<file path="config.mk">
export PLATFORM = sky130hd
export DESIGN_NAME = instr_fetch_ctrl
export DESIGN_NICKNAME = d
export VERILOG_FILES = /design/src/rtl/upower_fetch_pkg.sv /design/src/rtl/fetch_skid_fifo.sv /design/src/rtl/instr_fetch_ctrl.sv
export SDC_FILE = /design/constraint.sdc
export NUM_CORES = 1
export LEC_CHECK = 0
export BUFFER_PORTS_ARGS = -buffer_cell sky130_fd_sc_hd__buf_2
export CELL_PAD_IN_SITES_DETAIL_PLACEMENT = 1
export CELL_PAD_IN_SITES_GLOBAL_PLACEMENT = 1
export CORE_MARGIN = 3
export CORE_UTILIZATION = 40
export DETAILED_ROUTE_END_ITERATION = 10
export GPL_TIMING_DRIVEN = 0
export PLACE_DENSITY = 0.69
export SYNTH_ARGS = -nofsm -noshare
export SYNTH_HDL_FRONTEND = slang
export SYNTH_SLANG_ARGS = --single-unit
</file>
<file path="constraint.sdc">
create_clock -name clk -period 4.72 [get_ports clk]
set_clock_uncertainty 0.1 [all_clocks]
set_input_delay 0 -clock clk [delete_from_list [all_inputs] [get_ports clk]]
set_output_delay 0 -clock clk [all_outputs]
set_load 0.05 [all_outputs]
</file>
<file path="src/rtl/upower_fetch_pkg.sv">
// ---------------------------------------------------------------------------
// upower_fetch_pkg
// Shared types and constants for the uPower instruction fetch sequencer.
//   fetch_state_t : fetch controller FSM encoding
//   fetch_entry_t : one buffered fetch result {pc, instr}
//   align_word()  : clears the byte-offset bits of a byte address
// ---------------------------------------------------------------------------
package upower_fetch_pkg;

  localparam int INSTR_W         = 32;
  localparam int PC_W            = 32;
  localparam logic [PC_W-1:0] PC_STEP = 32'd4;
  localparam int FETCH_BUF_DEPTH = 2;
  // Enough bits to hold an occupancy of 0..FETCH_BUF_DEPTH.
  localparam int BUF_CNT_W       = $clog2(FETCH_BUF_DEPTH + 1);

  typedef enum logic [1:0] {
    IDLE  = 2'd0,
    FETCH = 2'd1,
    DRAIN = 2'd2,
    DONE  = 2'd3
  } fetch_state_t;

  typedef struct packed {
    logic [PC_W-1:0]    pc;
    logic [INSTR_W-1:0] instr;
  } fetch_entry_t;

  function automatic logic [PC_W-1:0] align_word(input logic [PC_W-1:0] addr);
    return {addr[PC_W-1:2], 2'b00};
  endfunction

endpackage

</file>
<file path="src/rtl/fetch_skid_fifo.sv">
// ---------------------------------------------------------------------------
// fetch_skid_fifo
// Two-entry FIFO of {pc, instr} pairs that absorbs the instruction memory's
// one-cycle read latency. Push and pop may happen in the same cycle; flush
// empties the FIFO and wins over a simultaneous push.
//   clk, rst_n  : clock, asynchronous active-low reset (pointers/count only)
//   flush       : discard all entries
//   push        : write push_data (ignored when full and not popping)
//   push_data   : entry to write
//   pop         : remove head entry (ignored when empty)
//   head        : oldest entry, meaningful only when !empty
//   count       : current occupancy 0..FETCH_BUF_DEPTH
//   empty       : no entries held
// ---------------------------------------------------------------------------
module fetch_skid_fifo
  import upower_fetch_pkg::*;
(
  input  logic                 clk,
  input  logic                 rst_n,
  input  logic                 flush,
  input  logic                 push,
  input  fetch_entry_t         push_data,
  input  logic                 pop,
  output fetch_entry_t         head,
  output logic [BUF_CNT_W-1:0] count,
  output logic                 empty
);

  logic                 wr_ptr_q, wr_ptr_d;
  logic                 rd_ptr_q, rd_ptr_d;
  logic [BUF_CNT_W-1:0] count_q, count_d;
  fetch_entry_t         slot_q [FETCH_BUF_DEPTH];
  fetch_entry_t         slot_d [FETCH_BUF_DEPTH];

  logic full;
  logic do_push;
  logic do_pop;

  assign full    = (count_q == BUF_CNT_W'(FETCH_BUF_DEPTH));
  assign do_pop  = pop && (count_q != '0);
  assign do_push = push && (!full || do_pop);

  always_comb begin
    wr_ptr_d = wr_ptr_q;
    rd_ptr_d = rd_ptr_q;
    count_d  = count_q;
    slot_d   = slot_q;
    if (flush) begin
      wr_ptr_d = 1'b0;
      rd_ptr_d = 1'b0;
      count_d  = '0;
    end else begin
      if (do_push) begin
        slot_d[wr_ptr_q] = push_data;
        wr_ptr_d         = ~wr_ptr_q;
      end
      if (do_pop) begin
        rd_ptr_d = ~rd_ptr_q;
      end
      count_d = count_q + BUF_CNT_W'(do_push) - BUF_CNT_W'(do_pop);
    end
  end

  // control state: pointers and occupancy
  always_ff @(posedge clk or negedge rst_n) begin
    if (!rst_n) begin
      wr_ptr_q <= 1'b0;
      rd_ptr_q <= 1'b0;
      count_q  <= '0;
    end else begin
      wr_ptr_q <= wr_ptr_d;
      rd_ptr_q <= rd_ptr_d;
      count_q  <= count_d;
    end
  end

  // data storage: only read while count says it is valid, so no reset
  always_ff @(posedge clk) begin
    slot_q <= slot_d;
  end

  assign head  = slot_q[rd_ptr_q];
  assign count = count_q;
  assign empty = (count_q == '0);

endmodule

</file>
<file path="src/rtl/instr_fetch_ctrl.sv">
// ---------------------------------------------------------------------------
// instr_fetch_ctrl
// Fetch sequencer for the uPower instruction memory (synchronous-read word
// array). Owns the PC, issues reads under a credit scheme that covers the
// in-flight read, buffers responses in fetch_skid_fifo and hands them to
// decode over valid/ready. Branch redirects flush the buffer and squash the
// in-flight response via an epoch bit.
//
// Optional build macro FETCH_STALL_CNT_EN adds stall_cycles, a saturating
// count of cycles with instr_valid && !instr_ready (cleared on reset/start).
//
// Ports:
//   clk, rst_n      : clock, asynchronous active-low reset
//   start           : begin fetching at RESET_PC (IDLE only)
//   mem_rd_en       : read strobe to instruction memory
//   mem_addr        : word address pc[ADDR_W+1:2]
//   mem_rdata       : read data, valid the cycle after mem_rd_en
//   redirect_valid  : branch taken, flush and refetch from redirect_pc
//   redirect_pc     : branch target byte address
//   instr_valid     : instr/instr_pc valid to decode
//   instr_ready     : decode accepts
//   instr, instr_pc : instruction word and its byte PC
//   busy            : state is FETCH or DRAIN
//   done            : state is DONE
//   stall_cycles    : (FETCH_STALL_CNT_EN only) backpressure cycle count
// ---------------------------------------------------------------------------
module instr_fetch_ctrl
  import upower_fetch_pkg::*;
#(
  parameter int          ADDR_W   = 6,
  parameter logic [31:0] RESET_PC = 32'h0000_0000,
  parameter logic [31:0] END_PC   = 32'h0000_0014
) (
  input  logic              clk,
  input  logic              rst_n,
  input  logic              start,
  output logic              mem_rd_en,
  output logic [ADDR_W-1:0] mem_addr,
  input  logic [31:0]       mem_rdata,
  input  logic              redirect_valid,
  input  logic [31:0]       redirect_pc,
  output logic              instr_valid,
  input  logic              instr_ready,
  output logic [31:0]       instr,
  output logic [31:0]       instr_pc,
  output logic              busy,
  output logic              done
`ifdef FETCH_STALL_CNT_EN
  ,
  output logic [15:0]       stall_cycles
`endif
);

  localparam int CRED_W = BUF_CNT_W + 1;

  fetch_state_t state_q, state_d;
  logic [31:0]  pc_q, pc_d;
  logic         epoch_q, epoch_d;
  logic         inflight_q, inflight_d;
  logic         inflight_epoch_q, inflight_epoch_d;
  logic [31:0]  inflight_pc_q, inflight_pc_d;

  logic                 start_take;
  logic                 redirect_take;
  logic                 pop;
  logic                 issue;
  logic                 resp_push;
  logic                 drain_empty;
  logic [CRED_W-1:0]    credit_used;
  logic [BUF_CNT_W-1:0] buf_count;
  logic                 buf_empty;
  fetch_entry_t         buf_head;
  fetch_entry_t         push_entry;

  assign start_take    = start && (state_q == IDLE);
  assign redirect_take = redirect_valid && (state_q != IDLE);
  assign pop           = !buf_empty && instr_ready;

  // Slots already claimed after this cycle's pop: buffered plus in flight.
  assign credit_used = CRED_W'(buf_count) + CRED_W'(inflight_q) - CRED_W'(pop);
  assign issue       = (state_q == FETCH) && !redirect_take &&
                       (credit_used < CRED_W'(FETCH_BUF_DEPTH));

  // A response tagged with an old epoch belongs to a flushed path.
  assign resp_push  = inflight_q && (inflight_epoch_q == epoch_q);
  assign push_entry = '{pc: inflight_pc_q, instr: mem_rdata};

  // Leave DRAIN on the edge that empties the buffer, so done rises in the
  // cycle right after the final handshake.
  assign drain_empty = !inflight_q &&
                       ((CRED_W'(buf_count) - CRED_W'(pop)) == '0);

  fetch_skid_fifo u_buf (
    .clk       (clk),
    .rst_n     (rst_n),
    .flush     (redirect_take),
    .push      (resp_push),
    .push_data (push_entry),
    .pop       (pop),
    .head      (buf_head),
    .count     (buf_count),
    .empty     (buf_empty)
  );

  // FSM state register
  always_ff @(posedge clk or negedge rst_n) begin
    if (!rst_n) begin
      state_q <= IDLE;
    end else begin
      state_q <= state_d;
    end
  end

  // FSM next state
  always_comb begin
    state_d = state_q;
    case (state_q)
      IDLE: begin
        if (start) state_d = FETCH;
      end
      FETCH: begin
        if (redirect_valid)               state_d = FETCH;
        else if (issue && pc_q == END_PC) state_d = DRAIN;
      end
      DRAIN: begin
        if (redirect_valid)   state_d = FETCH;
        else if (drain_empty) state_d = DONE;
      end
      DONE: begin
        if (redirect_valid) state_d = FETCH;
      end
      default: state_d = IDLE;
    endcase
  end

  // FSM outputs
  always_comb begin
    mem_rd_en   = issue;
    mem_addr    = pc_q[ADDR_W+1:2];
    instr_valid = !buf_empty;
    instr       = '0;
    instr_pc    = '0;
    if (!buf_empty) begin
      instr    = buf_head.instr;
      instr_pc = buf_head.pc;
    end
    busy = (state_q == FETCH) || (state_q == DRAIN);
    done = (state_q == DONE);
  end

  // PC, epoch and in-flight tracking
  always_comb begin
    pc_d             = pc_q;
    epoch_d          = epoch_q;
    inflight_d       = issue;
    inflight_epoch_d = epoch_q;
    inflight_pc_d    = pc_q;
    if (start_take) begin
      pc_d = RESET_PC;
    end else if (redirect_take) begin
      pc_d    = align_word(redirect_pc);
      epoch_d = ~epoch_q;
    end else if (issue) begin
      pc_d = pc_q + PC_STEP;
    end
  end

  always_ff @(posedge clk or negedge rst_n) begin
    if (!rst_n) begin
      pc_q             <= RESET_PC;
      epoch_q          <= 1'b0;
      inflight_q       <= 1'b0;
      inflight_epoch_q <= 1'b0;
    end else begin
      pc_q             <= pc_d;
      epoch_q          <= epoch_d;
      inflight_q       <= inflight_d;
      inflight_epoch_q <= inflight_epoch_d;
    end
  end

  // PC of the outstanding read; only consumed when inflight_q is set
  always_ff @(posedge clk) begin
    inflight_pc_q <= inflight_pc_d;
  end

`ifdef FETCH_STALL_CNT_EN
  function automatic logic [15:0] sat_inc16(input logic [15:0] v);
    return (v == 16'hFFFF) ? v : v + 16'd1;
  endfunction

  logic [15:0] stall_cnt_q, stall_cnt_d;

  always_comb begin
    stall_cnt_d = stall_cnt_q;
    if (start_take) begin
      stall_cnt_d = '0;
    end else if (instr_valid && !instr_ready) begin
      stall_cnt_d = sat_inc16(stall_cnt_q);
    end
  end

  always_ff @(posedge clk or negedge rst_n) begin
    if (!rst_n) begin
      stall_cnt_q <= '0;
    end else begin
      stall_cnt_q <= stall_cnt_d;
    end
  end

  assign stall_cycles = stall_cnt_q;
`endif

endmodule
</file>
==> results.json, run 1 <==
{
  "synthesis.yosys.warnings": 0,
  "detail_route.drc_violations": 0,
  "cts.reportedPaths.clkPinSlew_ns": 0.07,
  "fmaxAchievable_mhz": 236,
  "htree_levels": 4,
  "final_util_pct": 53.5,
  "synth.top_cells.by_area": "edfxtp_1 47%, dfrtp_1 12%, mux2i_1 8.0%, dfxtp_1 7.6%, nor2_1 3.7%",
  "dpl.cell_count": 994,
  "number_of_antenna_violations_at_the_first_check_in_global_routing": 0,
  "timing.max_cap.violations": 0,
  "post_synthesis_async_set_or_reset_flop_share_pct": 20.2,
  "pin_count_of_the_biggest_net_entering_global_routing": 63,
  "power.leakage_nw": 3.96,
  "fin_crit_ns": 4.23,
  "antennaDiodeCount": 0,
  "clockBufferDepth": 2,
  "setup-violations-final": 0,
  "worst-r2r-setup-slack_ns": 0.49,
  "synthesis.instances": 593,
  "worst_setup_path_start_kind": "register",
  "synth_top_area_share_pct": 47.4,
  "worst_hold_startpoint": "instr_ready",
  "finalWirelength_um": 20200,
  "synth_flop_cell": "edfxtp_1",
  "slew_headroom_pct": 36.3,
  "finalHoldViolCount": 0,
  "hpwl_detailed_um": 13600,
  "outcome": "complete, no violations",
  "finish.cell_count_without_fillers": 1092,
  "grt_pass1_wl_um": 33000,
  "timing.hold.ws_ns": 0.0441,
  "std_cell_rows": 50,
  "die_y_um": 146,
  "grt.total_usage_pct": 19.3,
  "number_of_pins_exceeding_their_max_slew_limit_in_the_final_report": 0,
  "via_count_of_the_first_global_routing_pass": 6253,
  "power_density_nw_per_um2": 646,
  "r2r_end": "inflight_pc_d[30]",
  "end_kind": "register",
  "synthDistinctLibCells": 54,
  "clkSinkCount": 193,
  "io_pins": 143,
  "arrival_ns": 4.49,
  "buffer_ports.inserted": 138,
  "crit_path_max_incr_delay_ns": 0.56,
  "post-cts-setup-buffers": 0,
  "post_route_cells_drive_above_1_share_pct": 23.6,
  "critical_path_cell_sequence": "nor2_2 -> nor2b_1 -> ha_1 -> inv_1 -> nand2_1 -> fa_1 -> xnor2_1 -> nand4_4 -> inv_2 -> buf_6 -> nand4_2 -> a2111o_1 -> nand3_1 -> dlygate4sd3_1",
  "preCtsSetupSlack_ns": 0.465,
  "final.period_utilization_pct": 89.7,
  "worst_pin_slew_ns": 0.942,
  "count_of_cells_along_the_worst_hold_path": 4,
  "postSynthRegisterBits": 193,
  "netlist_top_cells_count": "124 x edfxtp_1, 78 x nor2_1, 63 x mux2i_1",
  "initial_utilization_pct": 41.3,
  "final.setup.tns_ns": 0,
  "placeableCoreArea_sq_um": 19000,
  "clock_tree_from_tritoncts": "done",
  "cp_data_required_time_ns": 4.98,
  "die_area_sq_um": 21400,
  "gp_congestion": 0.807,
  "post_drt_via_cell_ratio": 5.12,
  "seq_area_frac_synth_pct": 67.4,
  "crit_fanout": 11,
  "hold_end": "u_buf.rd_ptr_q",
  "power.ir.vdd_worst_v": 0.000290,
  "flow.area_growth_from_synthesis_pct": 29.5,
  "drt-initial-drc-count": 251,
  "detailroute.via_count": 5596,
  "mean_syn_cell_area_sq_um": 13.3,
  "layout_setup_ws_ns": 0.486,
  "width_of_the_chip_um": 146,
  "cts_made_buffers": 17,
  "synthMostInstantiatedCell": "edfxtp_1",
  "syn_area_sq_um": 7860,
  "synth_area_leader_cell": "edfxtp_1",
  "grt_setup_unrepaired": "no",
  "clk_root_buffer_cell": "clkbuf_16",
  "critPathSlowestCell": "dlygate4sd3_1",
  "critPathKind": "register to register",
  "timing.rr.start": "u_buf.count[1]",
  "min-delay-path-class": "input port to register",
  "routedWlPerCell_um": 18.5,
  "dr.pass1.iters": 5,
  "worst_skew_pair.late_latency_ns": 0.43,
  "route.antenna.remaining_nets": 0,
  "nets": 898,
  "synth-edff-count": 124,
  "reg2regPathDepth": 14,
  "globalRouteOverflowTotal": 0
}
registers in the layout, summed over array words and instances, names as in the netlist:
register          flops
epoch_q               1
inflight_epoch_q      1
inflight_pc_d        30
inflight_pc_q        30
inflight_q            1
state_q               2
u_buf.count           2
u_buf.rd_ptr_q        1
u_buf.slot_q        124
u_buf.wr_ptr_q        1
area by class of cell:
class / count / area, sq um
fill: 1991 / 8840
tap: 260 / 325
buffer: 38 / 190
sequential: 193 / 5300
clock buffer: 20 / 458
multi-input combinational: 350 / 2340
clock inverter: 12 / 119
timing repair buffer: 206 / 1400
inverter: 13 / 48.8
critical path: cells and delay by family (launching register included):
kind                       cells  cell delay [ns]
and+or+nand+nor                6             1.28
DFF                            1             0.47
buffers and inverters          4             0.92
adders and majority gates      2             0.72
AOI/OAI and AO/OA              1             0.41
xor gates and xnor gates       1             0.26
placed cells by master, fill, tap and decap left out, types with 3 or more instances in the layout:
master and instances:
buf_2 143, edfxtp_1 124, nor2_1 76, dlygate4sd3_1 66, mux2i_1 63, dfrtp_1 39, dfxtp_1 30, nand2_1 27
o21ai_0 26, clkbuf_1 24, nand3_1 21, clkbuf_16 18, o211ai_1 15, inv_1 12, nand4_1 12, a21oi_1 11
nor4_1 10, xnor2_1 9, buf_4 9, ha_1 9, nor3_1 8, o31a_1 7, o311ai_0 5, inv_6 4
nor2b_1 3, and3_1 3, a22o_1 3, nor4b_1 3, a32oi_1 3
power breakdown:
| group | switching (mW) | leakage (nW) | internal, mW |
|---|---|---|---|
| combinational | 1.85 | 1.78 | 0.751 |
| sequential | 0.320 | 1.89 | 2.25 |
| clock | 0.637 | 0.289 | 0.774 |
through the flow:
stage                     area (sq um)  power, mW
after global placement            8880       5.04
after floorplan                   7860       4.41
after global routing             10200       6.95
after CTS                        10200       6.64
after detailed placement          8940       5.16
final                            10200       6.58
repair_timing:
item / in CTS / in global routing
hold buffers: 66 / 0
setup endpoints to repair: 0 / 1
gates resized for setup: 0 / 1
endpoints found under the hold margin: 136 / 0
per-layer routing:
metal / global-route usage [%] / part of all wire, %
met1: 24.7 / 44
met2: 33.6 / 51
met3: 4.07 / 3.8
met4: 4.80 / 1.0
met5: 0 / 0
how the worst max path moves through the flow:
stage | cells after the start | endpoint | from
floorplan | 6 | u_buf.slot_q[100] | state_q[0]
global placement | 6 | u_buf.slot_q[102] | state_q[0]
detailed placement | 13 | inflight_pc_d[31] | u_buf.count[1]
CTS | 14 | inflight_pc_d[30] | u_buf.count[1]
global route | 14 | inflight_pc_d[30] | u_buf.count[1]
finish | 14 | inflight_pc_d[30] | u_buf.count[1]
logic make-up after synthesis:
group	count (synthesis)	share of synthesized area, %
adders and majority gates	10	1.69
AOI/OAI and AO/OA	83	7.21
xor gates and xnor gates	9	1.00
other	1	0.0477
DFF	193	67.4
buffers and inverters	51	3.04
muxes	64	8.17
and+or+nand+nor	182	11.4
(Power assumes the default switching activity.)
==> run 2: changes to the inputs <==
--- a/config.mk
+++ b/config.mk
@@ -10,6 +10,7 @@
 export CELL_PAD_IN_SITES_GLOBAL_PLACEMENT = 1
 export CORE_MARGIN = 3
 export CORE_UTILIZATION = 40
+export CTS_BUF_LIST = sky130_fd_sc_hd__clkbuf_2
 export DETAILED_ROUTE_END_ITERATION = 10
 export GPL_TIMING_DRIVEN = 0
 export PLACE_DENSITY = 0.69
==> run 2 against run 1 <==
Clock power is 40% lower. Hold slack better by 0.063 ns. Design area is 4.3% higher. Routed wire length is 7.6% higher. Sequential share of layout area is 2.2 points lower.
==> results.json, run 2 (same netlist as run 1, synthesis figures left out) <==
{
  "outcome": "complete, no violations",
  "htree_levels": 4,
  "clockBufferDepth": 2,
  "detail_route.drc_violations": 0,
  "crit_fanout": 10,
  "timing.max_cap.violations": 0,
  "min-delay-path-class": "input port to register",
  "fmaxAchievable_mhz": 236,
  "worst_pin_slew_ns": 0.941,
  "slew_headroom_pct": 37.3,
  "fin_crit_ns": 4.23,
  "critPathSlowestCell": "dlygate4sd3_1",
  "cts_made_buffers": 17,
  "number_of_pins_exceeding_their_max_slew_limit_in_the_final_report": 0,
  "clk_root_buffer_cell": "clkbuf_2",
  "detailroute.via_count": 5983,
  "final.setup.tns_ns": 0,
  "setup-violations-final": 0,
  "max_ffs_per_register": 124,
  "worst_skew_pair.late_latency_ns": 0.76,
  "end_kind": "register",
  "placeableCoreArea_sq_um": 19000,
  "most_common_library_cell_in_the_layout_ignoring_fill_and_taps": "buf_2",
  "hpwl_detailed_um": 13600,
  "finalHoldViolCount": 0,
  "power.leakage_nw": 4.15,
  "largest_register": "u_buf.slot_q",
  "layout_setup_ws_ns": 0.490,
  "multi_input_comb_area_sq_um": 2340,
  "cts.reportedPaths.clkPinSlew_ns": 0.30,
  "final.period_utilization_pct": 89.6,
  "cp_data_required_time_ns": 5.31,
  "drt-initial-drc-count": 221,
  "gp_congestion": 0.807,
  "finalWirelength_um": 21700,
  "critical_path.most_common_cell": "o21ai_1",
  "grt_setup_unrepaired": "no",
  "dr.pass1.iters": 4,
  "post_route_cells_drive_above_1_share_pct": 21.9,
  "die_y_um": 146,
  "width_of_the_chip_um": 146,
  "power.ir.vdd_worst_v": 0.000283,
  "post-cts-setup-buffers": 0,
  "crit_path_max_incr_delay_ns": 0.57,
  "post_drt_via_cell_ratio": 5.12,
  "critPathKind": "register to register",
  "grt_pass1_wl_um": 35100,
  "globalRouteOverflowTotal": 0,
  "via_count_of_the_first_global_routing_pass": 6716,
  "pin_count_of_the_biggest_net_entering_global_routing": 63,
  "num-fill-cells": 2006,
  "routedWlPerCell_um": 18.6,
  "arrival_ns": 4.82,
  "clock_tree_from_tritoncts": "done",
  "initial_utilization_pct": 41.3,
  "worst_setup_path_start_kind": "register",
  "power_density_nw_per_um2": 578,
  "seqCellArea_sq_um": 5300,
  "route.antenna.remaining_nets": 0,
  "std_cell_rows": 50,
  "io_pins": 143,
  "critical_path_cell_sequence": "nor2_2 -> nor2b_1 -> ha_1 -> inv_1 -> nand2_1 -> fa_1 -> xnor2_1 -> nand4_4 -> inv_2 -> o21ai_1 -> clkbuf_1 -> o21ai_1 -> dlygate4sd3_1",
  "preCtsSetupSlack_ns": 0.465,
  "layout_common_cells": "143 x buf_2, 141 x dlygate4sd3_1, 124 x edfxtp_1",
  "buffer_ports.inserted": 138,
  "number_of_antenna_violations_at_the_first_check_in_global_routing": 0,
  "nets": 974,
  "clkSinkCount": 193,
  "die_area_sq_um": 21400,
  "grt.total_usage_pct": 20.6,
  "flow.area_growth_from_synthesis_pct": 35.1
}
## run 2: changes by cell type in the layout (fill, tap and decap cells not counted)
cell           delta
buf_12            +1
bufinv_16         +1
clkbuf_1          -2
clkbuf_16        -18
clkbuf_2         +19
diode_2           +1
dlygate4sd3_1    +75
## run 2: final timing paths
path | start | endpoint | slack [ns] | cells past startpoint
max | u_buf.count[1] | inflight_pc_d[15] | 0.49 | 13
min | redirect_pc[25] | inflight_pc_d[25] | 0.11 | 5
max reg2reg | u_buf.count[1] | inflight_pc_d[15] | 0.49 | 13
min reg2reg | inflight_pc_d[10] | inflight_pc_q[10] | 0.27 | 0
max in group asynchronous | rst_n | inflight_pc_d[10] | 4.11 | 4
min in group asynchronous | rst_n | state_q[1] | 0.15 | 4
## run 2: metal layers
metal  GRT usage (%)  vias up  part of all wire, %
met3            3.88       23                  3.3
met2            36.7      157                   51
met5               0        -                    0
li1                -     2797                    -
met1            25.8     3006                   44
met4            5.46        0                  1.3
## run 2: timing repair
action,4_1_cts,5_1_grt
hold endpoints to repair,158,0
hold buffers,142,0
setup endpoints to repair,0,3
gates resized for setup,0,1
## run 2: area by class of cell
class / instances / area share (%)
sequential: 193 / 49.9
clock inverter: 13 / 1.40
inverter: 13 / 0.460
clock buffer: 19 / 0.895
antenna: 1 / 0.0236
tap: 260 / 3.06
timing repair buffer: 282 / 20.4
buffer: 38 / 1.79
multi-input combinational: 350 / 22.0
## run 2: power by group
group / switching, mW / internal [mW] / leakage, nW / total, mW
Clock: 0.583 / 0.263 / 0.158 / 0.846
Sequential: 0.320 / 2.24 / 1.89 / 2.56
Combinational: 1.89 / 0.841 / 2.11 / 2.73
Total: 2.79 / 3.35 / 4.15 / 6.14
## run 2: critical path, delay by kind of cell, from the launching register on
| kind | cells | cell delay [ns] |
|---|---|---|
| XOR/XNOR | 1 | 0.17 |
| adder cells (fa/ha/maj) | 2 | 0.72 |
| buffers and inverters | 4 | 1.13 |
| flip-flops | 1 | 0.52 |
| AND/OR/NAND/NOR | 4 | 1.02 |
| AO/OA/AOI/OAI | 2 | 0.53 |
## run 2: per-stage QoR
stage	power [mW]	utilization (%)	hold slack, ns	cell area [sq um]	cells
after floorplan	4.41	-	-0.396	7860	594
after global placement	5.04	46.7	0.0820	8880	992
after detailed placement	5.16	47.0	0.0941	8940	994
after CTS	6.16	55.8	0.00355	10600	1168
after global routing	6.48	55.8	0.0305	10600	1168
final	6.14	55.8	0.107	10600	1169
